--- src/rtl/serial_framer_if.sv ---
// Load handshake and serial-stream signals of the serial framer.
// The upstream side drives words in; the framer side drives the bit stream out.
interface serial_framer_if #(
   parameter int unsigned WIDTH = 8
);
   logic [WIDTH-1:0] data_in;
   logic             load_valid;
   logic             load_ready;
   logic             serialOutput;
   logic             bit_valid;
   logic             bit_last;
   logic             busy;

   modport master (
      output data_in, load_valid,
      input  load_ready, serialOutput, bit_valid, bit_last, busy
   );

   modport slave (
      input  data_in, load_valid,
      output load_ready, serialOutput, bit_valid, bit_last, busy
   );
endinterface

--- src/rtl/serial_framer.sv ---
// Parallel-to-serial framer: one word shifting plus one word held behind it,
// one bit per clock, with an optional idle gap after each word.
module serial_framer #(
   parameter int unsigned WIDTH      = 8,
   parameter bit          MSB_FIRST  = 1'b1,
   parameter int unsigned GAP_CYCLES = 0,
   parameter bit          IDLE_LEVEL = 1'b0
) (
   input logic            clk,
   input logic            reset,
   serial_framer_if.slave io
);
   localparam int unsigned CW = $clog2(WIDTH);
   localparam logic [CW-1:0] LAST = CW'(WIDTH - 1);

   typedef enum logic [1:0] {S_IDLE, S_SHIFT, S_GAP} state_t;

   state_t           state, state_nx;
   logic [WIDTH-1:0] sh, sh_nx;
   logic [WIDTH-1:0] hold, hold_nx;
   logic             hold_full, hold_full_nx;
   logic [CW-1:0]    cnt, cnt_nx;
   logic [3:0]       gcnt, gcnt_nx;
   logic             accept;
   logic             word_done;
   logic             head_nx;

   logic ser_q, bv_q, bl_q, busy_q, rdy_q;

   assign accept  = io.load_valid && !hold_full;
   assign head_nx = MSB_FIRST ? sh_nx[WIDTH-1] : sh_nx[0];

   // Next-state: hold fills on any non-idle accept; word boundaries pick hold, bypass or idle.
   always_comb begin
      state_nx     = state;
      sh_nx        = sh;
      hold_nx      = hold;
      hold_full_nx = hold_full;
      cnt_nx       = cnt;
      gcnt_nx      = gcnt;
      word_done    = 1'b0;

      if (accept && state != S_IDLE) begin
         hold_nx      = io.data_in;
         hold_full_nx = 1'b1;
      end

      case (state)
         S_IDLE: begin
            if (accept) begin
               sh_nx    = io.data_in;
               cnt_nx   = '0;
               state_nx = S_SHIFT;
            end
         end
         S_SHIFT: begin
            sh_nx  = MSB_FIRST ? {sh[WIDTH-2:0], 1'b0} : {1'b0, sh[WIDTH-1:1]};
            cnt_nx = cnt + CW'(1);
            if (cnt == LAST) begin
               if (GAP_CYCLES > 0) begin
                  state_nx = S_GAP;
                  gcnt_nx  = 4'(GAP_CYCLES - 1);
               end else begin
                  word_done = 1'b1;
               end
            end
         end
         S_GAP: begin
            gcnt_nx = gcnt - 4'd1;
            if (gcnt == 4'd0) word_done = 1'b1;
         end
         default: state_nx = S_IDLE;
      endcase

      // A word just finished: a held word has priority over a same-edge offer.
      if (word_done) begin
         cnt_nx  = '0;
         gcnt_nx = '0;
         if (hold_full) begin
            sh_nx        = hold;
            hold_full_nx = 1'b0;
            state_nx     = S_SHIFT;
         end else if (accept) begin
            sh_nx        = io.data_in;
            hold_full_nx = 1'b0;
            state_nx     = S_SHIFT;
         end else begin
            state_nx = S_IDLE;
         end
      end
   end

   // State and outputs; outputs are registered images of the next state.
   always_ff @(posedge clk or negedge reset) begin
      if (!reset) begin
         state     <= S_IDLE;
         sh        <= '0;
         hold      <= '0;
         hold_full <= 1'b0;
         cnt       <= '0;
         gcnt      <= '0;
         ser_q     <= IDLE_LEVEL;
         bv_q      <= 1'b0;
         bl_q      <= 1'b0;
         busy_q    <= 1'b0;
         rdy_q     <= 1'b1;
      end else begin
         state     <= state_nx;
         sh        <= sh_nx;
         hold      <= hold_nx;
         hold_full <= hold_full_nx;
         cnt       <= cnt_nx;
         gcnt      <= gcnt_nx;
         ser_q     <= (state_nx == S_SHIFT) ? head_nx : IDLE_LEVEL;
         bv_q      <= (state_nx == S_SHIFT);
         bl_q      <= (state_nx == S_SHIFT) && (cnt_nx == LAST);
         busy_q    <= (state_nx != S_IDLE) || hold_full_nx;
         rdy_q     <= !hold_full_nx;
      end
   end

   assign io.serialOutput = ser_q;
   assign io.bit_valid    = bv_q;
   assign io.bit_last     = bl_q;
   assign io.busy         = busy_q;
   assign io.load_ready   = rdy_q;
endmodule
--- src/flat_wrapper.sv ---
// flat-port wrapper written by rule: the top's interface ports become plain ports
module serial_framer_flat 
#(
   parameter int unsigned WIDTH      = 8,
   parameter bit          MSB_FIRST  = 1'b1,
   parameter int unsigned GAP_CYCLES = 0,
   parameter bit          IDLE_LEVEL = 1'b0
)
  (clk, reset, io_data_in, io_load_valid, io_load_ready, io_serialOutput, io_bit_valid, io_bit_last, io_busy);
  serial_framer_if #(.WIDTH(WIDTH)) io_i ();
  input logic clk;
  input logic reset;
  input wire logic [$bits(io_i.data_in)-1:0] io_data_in;
  input wire logic [$bits(io_i.load_valid)-1:0] io_load_valid;
  output wire logic [$bits(io_i.load_ready)-1:0] io_load_ready;
  output wire logic [$bits(io_i.serialOutput)-1:0] io_serialOutput;
  output wire logic [$bits(io_i.bit_valid)-1:0] io_bit_valid;
  output wire logic [$bits(io_i.bit_last)-1:0] io_bit_last;
  output wire logic [$bits(io_i.busy)-1:0] io_busy;
  assign io_i.data_in = io_data_in;
  assign io_i.load_valid = io_load_valid;
  assign io_load_ready = io_i.load_ready;
  assign io_serialOutput = io_i.serialOutput;
  assign io_bit_valid = io_i.bit_valid;
  assign io_bit_last = io_i.bit_last;
  assign io_busy = io_i.busy;
  serial_framer #(.WIDTH(WIDTH), .MSB_FIRST(MSB_FIRST), .GAP_CYCLES(GAP_CYCLES), .IDLE_LEVEL(IDLE_LEVEL)) u_core (.clk(clk), .reset(reset), .io(io_i));
endmodule
--- config.mk ---
export PLATFORM = sky130hd
export DESIGN_NAME = serial_framer_flat
export DESIGN_NICKNAME = d
export VERILOG_FILES = /design/src/rtl/serial_framer_if.sv /design/src/rtl/serial_framer.sv /design/src/flat_wrapper.sv
export SDC_FILE = /design/constraint.sdc
export NUM_CORES = 1
export LEC_CHECK = 0
export CAP_MARGIN = 20
export CORE_UTILIZATION = 52
export CTS_BUF_LIST = sky130_fd_sc_hd__clkbuf_2
export CTS_CLUSTER_SIZE = 16
export DETAILED_ROUTE_END_ITERATION = 8
export MAX_ROUTING_LAYER = met4
export PLACE_DENSITY = 0.77
export SYNTH_ARGS = -nofsm -noshare
export SYNTH_HDL_FRONTEND = slang
export SYNTH_SLANG_ARGS = --single-unit
export TNS_END_PERCENT = 10
--- constraint.sdc ---
create_clock -name clk -period 1.8 [get_ports clk]
set_input_delay 0.27 -clock clk [delete_from_list [all_inputs] [get_ports clk]]
set_output_delay 0.27 -clock clk [all_outputs]
set_load 0.005 [all_outputs]
# Word level (Yosys, flattened, before mapping)
# Cells that the tools add are included.
[classes] n_addsub=2 n_eq_ne=5 muxes=23 n_reduce_logical=12
[op_table] operator="2-to-1 mux 8 bit" n=4
[op_table] operator="case mux 8 bit (2 select lines)" n=1
[op_table] operator="2-to-1 mux 1 bit" n=8
[op_table] operator="2-to-1 mux 4 bit" n=2
[op_table] operator="equality test 3 bit (second input constant)" n=2
[op_table] operator="2-to-1 mux 2 bit" n=3
[op_table] operator="2-to-1 mux 3 bit" n=2
[op_table] operator="case mux 3 bit (2 select lines)" n=1
[op_table] operator="nonzero test 2 bit" n=3
[op_table] operator="equality test 2 x 1 -> 1 bit (second input constant)" n=2
[op_table] operator="logical NOT 4 bit" n=1
[op_table] operator="case mux 2 bit (2 select lines)" n=1
[op_table] operator="subtractor 4 x 1 -> 4 bit (second input constant)" n=1
[op_table] operator="adder 3 x 1 -> 3 bit (second input constant)" n=1
[op_table] operator="logical AND 1 bit" n=3
[op_table] operator="equality test 2 bit (second input constant)" n=1
[op_table] operator="logical NOT 1 bit" n=2
[op_table] operator="logical NOT 2 bit" n=1
[op_table] operator="case mux 1 bit (2 select lines)" n=1
[op_table] operator="OR reduction 2 bit" n=1
[op_table] operator="logical OR 1 bit" n=1
[totals] ff_bits=31 in_bits=11 out_inout_bits=5 wordCells=53

# Depth between registers and ports, before layout
# Gate-level depths: netlist of run 1.
[logic_depth] word_depth=8 ltp_mapped=8 ltp_nobuf=6

# Worst setup path after synthesis of run 1
# No wires, ideal clock.
[synth_timing] path_kind="register to register" startpoint="register u_core.state[0]" endpoint="register u_core.busy_q, in the netlist u_core.io.busy" setup_ns=0.126 arrival_time_ns=1.578 required_time_ns=1.674 setup_slack_ns=0.096 path_stages_with_launch=8 path_buffers=1 synth_period_minus_slack_ns=1.704 cell_sequence="dfrtp_1 -> inv_1 -> ha_1 -> buf_2 -> and4bb_1 -> o21ai_2 -> nand3_1 -> a221o_1"
[synth_via] elab_chain_cells=7 word_cells_on_any_way=16 cone_classes="2 x eq/ne; 8 x mux; 6 x reduce/logical"
[synth_lines] item="from (decl)" line="serial_framer.sv:18" source="state_t state, state_nx;"
[synth_lines] item="from (signal assigned)" line="serial_framer.sv:108" source="state <= state_nx;"
[synth_lines] item="branches (longest 6 deep; another with equality test 2 x 1 -> 1 bit)"
[synth_lines] item="logical OR 1 bit (*)" line="serial_framer.sv:117" source="busy_q <= (state_nx != S_IDLE) || hold_full_nx;"
[synth_lines] item="to (signal assigned)" line="serial_framer.sv:117"
[synth_lines] item="to (decl)" line="serial_framer.sv:28" source="logic ser_q, bv_q, bl_q, busy_q, rdy_q;"
# Every way passes the cells marked *.
# A chain may end at the register's enable or synchronous reset.

# Worst setup path after layout of run 1
[layout_timing] startpoint="register u_core.cnt[0]" endpoint="register u_core.busy_q, in the netlist u_core.io.busy"
[layout_via] elab_chain_cells=6 word_cells_on_any_way=7 cone_classes="1 x eq/ne; 4 x mux; 2 x reduce/logical"
[layout_lines] item="from (decl)" line="serial_framer.sv:22" source="logic [CW-1:0] cnt, cnt_nx;"
[layout_lines] item="from (signal assigned)" line="serial_framer.sv:112" source="cnt <= cnt_nx;"
[layout_lines] item="equality test 3 bit (*)" line="serial_framer.sv:59" source="if (cnt == LAST) begin"
[layout_lines] item="2-to-1 mux 1 bit (*)" line="serial_framer.sv:59"
[layout_lines] item="case mux 1 bit (2 select lines) (*)" line="serial_framer.sv:48" source="case (state)"
[layout_lines] item="2-to-1 mux 2 bit" line="serial_framer.sv:76" source="if (word_done) begin"
[layout_lines] item="nonzero test 2 bit" line="serial_framer.sv:117"
[layout_lines] item="logical OR 1 bit (*)" line="serial_framer.sv:117"
# Mark *: on every way between the ends. The rest lies on a longest branch, timed or not.

==> flow_summary_export.csv, run 1 <==
group,metric,value,unit
logic_synthesis,yosysUniqueCellTypes,36,
route,drtAntennaViolNets,0,
timing,tightest_slew,373,ps
route,drc_errors,2,
global_routing,grt_pass1_wl,5320,um
setup_path,r2r_slack,70,ps
global_routing,grt_usage,23.1,%
logic_synthesis,ys_seq_area_share,50.0,%
timing,finalHoldViolations,0,
pwr,netSwitchingPower,1110,uW
timing,clock_skew,18.6,ps
pwr,clockPowerShare,11.0,%
layout,stdcell_count,203,
layout,diodes,0,
timing,finalSetupViolCount,0,
clocking,root_buffer,"clkbuf_2",
layout,nNetsFinal,189,
place,gp_congestion,0.890,
logic_synthesis,syn_inst,143,
clocking,htreeDepth,2,
die,rows,19,
pwr,p_int,1850,uW
timing,fmaxAchievable,580,MHz
timing,period_minus_slack,1730,ps
route,dr.pass1.iters,6,
die,io_pins,16,
route,wl_per_cell,15.8,um
timing,relSlewSlack,74.7,%
timing,setup_ws,74.6,ps
setup_path,cp.arrival,1980,ps
setup_path,cp_common_cell,"ha_1",
setup_path,critical-path-max-stage-delay,420,ps
setup_path,endpoint_kind,"flop",
clocking,clk_pin_slew,160,ps
place,dp_hpwl,2310,um
setup_path,cp_cell_sequence,"ha_1 -> ha_1 -> and2_4 -> o21ai_4 -> nand3_1 -> a221o_1",
timing,period_share,95.9,%
place,port-buffer-count,15,
timing,finalMaxSlewViolations,0,
flow_run,maxCapViolCount,0,
logic_synthesis,synth_seq_cells,31,
pwr,netSwitchingFraction,37.4,%
pwr,power,2960,uW
status,status,"finished, violations left",
clocking,cts_buffers,5,
logic_synthesis,synth_nets,161,
min_path,hp-class,"input pin to asynchronous set/reset pin",
setup_path,cp_slowest_cell,"dfrtp_1",
setup_path,cp.required,2060,ps
layout,utilization,66.6,%
die,core,2810,sq um
logic_synthesis,yosys_warnings,0,
layout,drive_gt1_share,21.5,%
global_routing,antenna_found_initial,0,
clocking,cts_tree,"built",
global_routing,grt_pass1_vias,1228,
die,die_w,56.7,um
pwr,leakagePower,0.000823,uW
clocking,clock-sinks,31,
die,initial_utilization,55.4,%
setup_path,critPathMaxFanout,7,
timing,rsz0062_at_grt,"true",
pwr,vdd_drop_max,0.820,mV
place,dp_slack,8.77,ps
pwr,seqPwrFrac,39.5,%
timing,setup_tns,0,ps
die,die_height,56.7,um
status,violations,"design-rule violations",
route,wl,3210,um
global_routing,grt-ovfl-total,0,
die,dieArea,3210,sq um
clocking,cts_hold_buf,0,
route,num_vias,1232,
clocking,cts.path.max_buffers,2,
global_routing,grt_max_degree,32,
setup_path,criticalPathCategory,"flop to flop",
layout,area_delta_synth_final,20.2,%
route,first_iter_violations,57,
place,placedCellCount,193,
pwr,pwr-share-comb,49.5,%
pwr,p_per_area,1580,nW/um^2
logic_synthesis,synth.cell_area,1560,sq um
clocking,clk_latency,370,ps
logic_synthesis,syn_area_per_cell,10.9,sq um
route,vias_per_cell,6.07,
setup_path,cp-start-kind,"flop",
[placed cells by master, fill, tap and decap left out, types with 6 or more instances in the layout]
cell type and n:
ha_1 7, mux2_2 8, dfrtp_1 29, nand2_1 14, nor2_1 11, clkbuf_2 6, inv_1 6, clkdlybuf4s50_1 15
a22oi_1 14, o221ai_1 6, buf_4 13
[power groups by stage]
stage,registers (uW),logic (uW),clock network [uW]
floorplan,1140,960,0
global placement,1160,1310,0
detailed placement,1180,1370,0
CTS,1160,1390,334
global route,1200,1610,366
finish,1170,1470,325
[cell type report]
| cell class | instances | area [sq um] |
|---|---|---|
| Clock buffer | 6 | 30.0 |
| Clock inverter | 2 | 8.76 |
| Fill cell | 231 | 936 |
| Inverter | 6 | 22.5 |
| Multi-Input combinational cell | 98 | 723 |
| Sequential cell | 31 | 778 |
| Tap cell | 31 | 38.8 |
| Timing Repair Buffer | 29 | 268 |
[stage by stage]
step	area, sq um	hold slack [ps]
global route	1870	287
detailed placement	1800	502
global placement	1800	491
finish	1870	269
floorplan	1560	-25.6
CTS	1840	261
[sequential cells by signal, summed over array words and instances (netlist names)]
signal	cells
u_core.io.serialOutput	1
u_core.io.bit_valid	1
u_core.io.bit_last	1
u_core.hold_full	1
u_core.sh	8
u_core.state	2
u_core.cnt	3
u_core.io.load_ready	1
u_core.hold	8
u_core.io.busy	1
u_core.gcnt	4
[final timing paths]
path                       cells after the start                              to                        from
min                                            2          u_core.sh[0]$_DFF_PN0_                       reset
min in group clk                               3          u_core.sh[5]$_DFF_PN0_               io_data_in[5]
max reg2reg                                    6        u_core.io.busy$_DFF_PN0_     u_core.cnt[0]$_DFF_PN0_
min reg2reg                                    1      u_core.hold[3]$_DFFE_PN0P_  u_core.hold[3]$_DFFE_PN0P_
max in group asynchronous                      2  u_core.io.load_ready$_DFF_PN1_                       reset
max                                            6        u_core.io.busy$_DFF_PN0_     u_core.cnt[0]$_DFF_PN0_
[cells in the mapped netlist, drive strengths merged]
cell type	instances	area (sq um)
dfrtp	30	751
a22oi	14	105
nand2	14	52.6
nor2	12	47.6
mux2	8	90.1
ha	7	87.6
o221ai	7	61.3
buf	6	42.5
inv	6	22.5
a21oi	3	15.0
and2	3	21.3
o21a	3	22.5
o21ai	3	18.8
o22ai	3	18.8
clkbuf	2	7.51
nand2b	2	12.5
nand3	2	10.0
nand3b	2	15.0
nor3	2	10.0
xnor2	2	17.5
a211oi	1	7.51
a21o	1	7.51
a221o	1	10.0
a222oi	1	10.0
and4bb	1	12.5
dfstp	1	26.3
mux2i	1	10.0
nand4bb	1	11.3
nor2b	1	6.26
nor4b	1	8.76
o211ai	1	7.51
xor2	1	8.76
[worst max-delay path, delay by kind of cell, from the launching register on]
family	cells	cell delay [ps]
adders and majority gates	2	410
and+or+nand+nor	2	300
AOI/OAI and AO/OA	2	490
DFF	1	420
[per-layer routing]
| metal | vias up | share of wire, % | global-route usage [%] |
|---|---|---|---|
| met2 | 27 | 49 | 36.6 |
| met1 | 615 | 44 | 26.8 |
| met5 | - | 0 | - |
| li1 | 580 | - | - |
| met4 | 0 | 1.9 | 10.7 |
| met3 | 10 | 4.4 | 7.37 |
[kinds of logic (layout without fill, tap and decap cells)]
| group | Yosys count | after routing | synth area share (%) |
|---|---|---|---|
| xor+xnor | 3 | 3 | 1.69 |
| compound gates | 38 | 38 | 18.3 |
| buf+inv | 14 | 43 | 4.67 |
| fa+ha+maj | 7 | 7 | 5.63 |
| flops | 31 | 31 | 50.0 |
| simple gates | 41 | 41 | 13.4 |
| mux | 9 | 9 | 6.44 |
[repair_timing]
item | in CTS | in global routing
buffers inserted | 0 | 2
gates resized for setup | 1 | 5
gates cloned | 0 | 0
setup endpoints to repair | 1 | 11
pin swaps | 0 | 1
No activity file was read; power rests on OpenSTA's default activity.
==> run 2: changes to the inputs <==
--- a/config.mk
+++ b/config.mk
@@ -6,6 +6,7 @@
 export NUM_CORES = 1
 export LEC_CHECK = 0
 export CAP_MARGIN = 20
+export CORE_ASPECT_RATIO = 0.9
 export CORE_UTILIZATION = 52
 export CTS_BUF_LIST = sky130_fd_sc_hd__clkbuf_2
 export CTS_CLUSTER_SIZE = 16
==> run 2 against run 1 <==
Net effect:
- the run now ends clean
- total power is 4.3% higher
- register-to-register slack worse by 30 ps
- sequential power hardly changed
- core utilization is 1.3 points higher
- setup slack worse by 27 ps
- sequential share of layout area is 0.70 points lower
- maximum frequency is 1.6% lower
- via count is 2.7% lower
- final cell count is 3.4% higher
- wire length is 0.56% lower
- flip-flop and latch count stayed put
- critical path depth is 1 higher
- critical endpoint is now u_core.sh[3]$_DFF_PN0_
- largest cell class unchanged
==> flow_summary_export.csv, run 2 (synthesis gave the netlist of run 1 again) <==
group,metric,value,unit
status,status,"completed",
layout,layout_commonest_cell,"dfrtp_1",
route,drtAntennaViolNets,0,
clocking,htreeDepth,2,
die,die_w,59.6,um
layout,reg.largest.list,"u_core.hold (8), u_core.sh (8), u_core.gcnt (4)",
clocking,cts_buffers,5,
global_routing,grt-ovfl-total,0,
route,wl,3200,um
setup_path,cp.required,2090,ps
layout,drive_gt1_share,20.6,%
global_routing,grt_use_met2,36.3,%
route,drc_errors,0,
clocking,post-cts-setup-buffers,0,
die,core,2790,sq um
timing,period_minus_slack,1750,ps
timing,finalMaxSlewViolations,0,
layout,nNetsFinal,187,
global_routing,grt_busiest_layer,"met2",
route,wl_per_cell,15.2,um
place,dp_slack,51.5,ps
global_routing,antenna_found_initial,0,
place,port-buffer-count,15,
pwr,leakagePower,0.000826,uW
layout,diodes,0,
clocking,cts_tree,"built",
clocking,cts.path.max_buffers,2,
die,io_pins,16,
layout,area_delta_synth_final,22.0,%
min_path,hp-class,"input pin to asynchronous set/reset pin",
timing,finalHoldViolations,0,
setup_path,cp.arrival,2040,ps
global_routing,gr-usage-met3,7.21,%
clocking,clk_pin_slew,150,ps
setup_path,criticalPathCategory,"flop to flop",
timing,finalSetupViolCount,0,
die,die_height,53.9,um
global_routing,grt_use_met1,27.6,%
clocking,clock-sinks,31,
timing,setup_tns,0,ps
route,num_vias,1199,
route,first_iter_violations,54,
die,initial_utilization,55.7,%
flow_run,maxCapViolCount,0,
pwr,power,3080,uW
timing,relSlewSlack,74.5,%
timing,period_share,97.4,%
timing,rsz0062_at_grt,"true",
route,vias_per_cell,5.71,
setup_path,endpoint_kind,"flop",
clocking,clk_latency,370,ps
route,dr.pass1.iters,4,
die,dieArea,3210,sq um
place,gp_congestion,0.866,
setup_path,cp-start-kind,"flop",
timing,clock_skew,7.44,ps
clocking,root_buffer,"clkbuf_2",
pwr,vdd_drop_max,0.916,mV
timing,tightest_slew,382,ps
global_routing,grt_max_degree,32,
timing,setup_ws,47.2,ps
layout,final_cell_mix,"dfrtp_1, clkdlybuf4s50_1, nand2_1, a22oi_1",
timing,fmaxAchievable,571,MHz
place,dp_hpwl,2270,um
die,rows,18,
global_routing,grt_pass1_wl,5080,um
pwr,p_per_area,1630,nW/um^2
global_routing,grt_usage,22.8,%
setup_path,critPathMaxFanout,7,
global_routing,grt_pass1_vias,1128,
run 2: layer usage:
metal	wire, um	vias up
li1	-	575
met1	1420	601
met2	1640	18
met3	103	5
met4	31	0
met5	0	-
run 2: timing repair:
item                                   4_1_cts  5_1_grt
endpoints found under the hold margin        0        0
resized for setup                            0        5
setup endpoints to repair                    0       11
hold buffers                                 0        0
run 2: critical path, cell delays in order, from the launching register on:
cell      delay [ps]
dfrtp_1          420
ha_1             200
ha_1             180
and2_1           210
o21ai_4          230
nor2_1            70
buf_4            160
o221ai_1         200
run 2: where the power goes:
| part | switching (uW) | internal [uW] | total [uW] | leakage, uW |
|---|---|---|---|---|
| Combinational | 706 | 739 | 1450 | 0.000409 |
| Clock | 241 | 229 | 470 | 0.0000404 |
| Sequential | 179 | 992 | 1170 | 0.000376 |
| Total | 1130 | 1960 | 3080 | 0.000826 |
run 2: worst paths after layout:
check	startpoint	to	slack [ps]	cells after the start
max	u_core.cnt[0]$_DFF_PN0_	u_core.sh[3]$_DFF_PN0_	50	7
min	reset	u_core.gcnt[1]$_DFFE_PN0P_	270	2
max reg2reg	u_core.cnt[0]$_DFF_PN0_	u_core.sh[3]$_DFF_PN0_	50	7
min reg2reg	u_core.hold[0]$_DFFE_PN0P_	u_core.hold[0]$_DFFE_PN0P_	530	1
max in group asynchronous	reset	u_core.io.load_ready$_DFF_PN1_	1210	2
min in group clk	io_data_in[0]	u_core.sh[0]$_DFF_PN0_	500	3
run 2: area by class of cell:
cell class	count	area (sq um)
fillers	237	895
multi-input cells	98	732
inverters	6	22.5
clock buffers	5	25.0
repair buffers	27	253
flip-flops and latches	31	777
well taps	40	50.0
clock inverters	3	38.8
run 2: through the flow:
step | cells | hold WS (ps) | instance area, sq um | utilization (%)
6_report | 210 | 269 | 1900 | 68.0
5_1_grt | 210 | 296 | 1900 | 68.0
4_1_cts | 210 | 275 | 1870 | 67.0
3_5_place_dp | 202 | 497 | 1810 | 64.7
3_3_place_gp | 202 | 490 | 1810 | 64.7
2_1_floorplan | 143 | -25.6 | 1560 | -
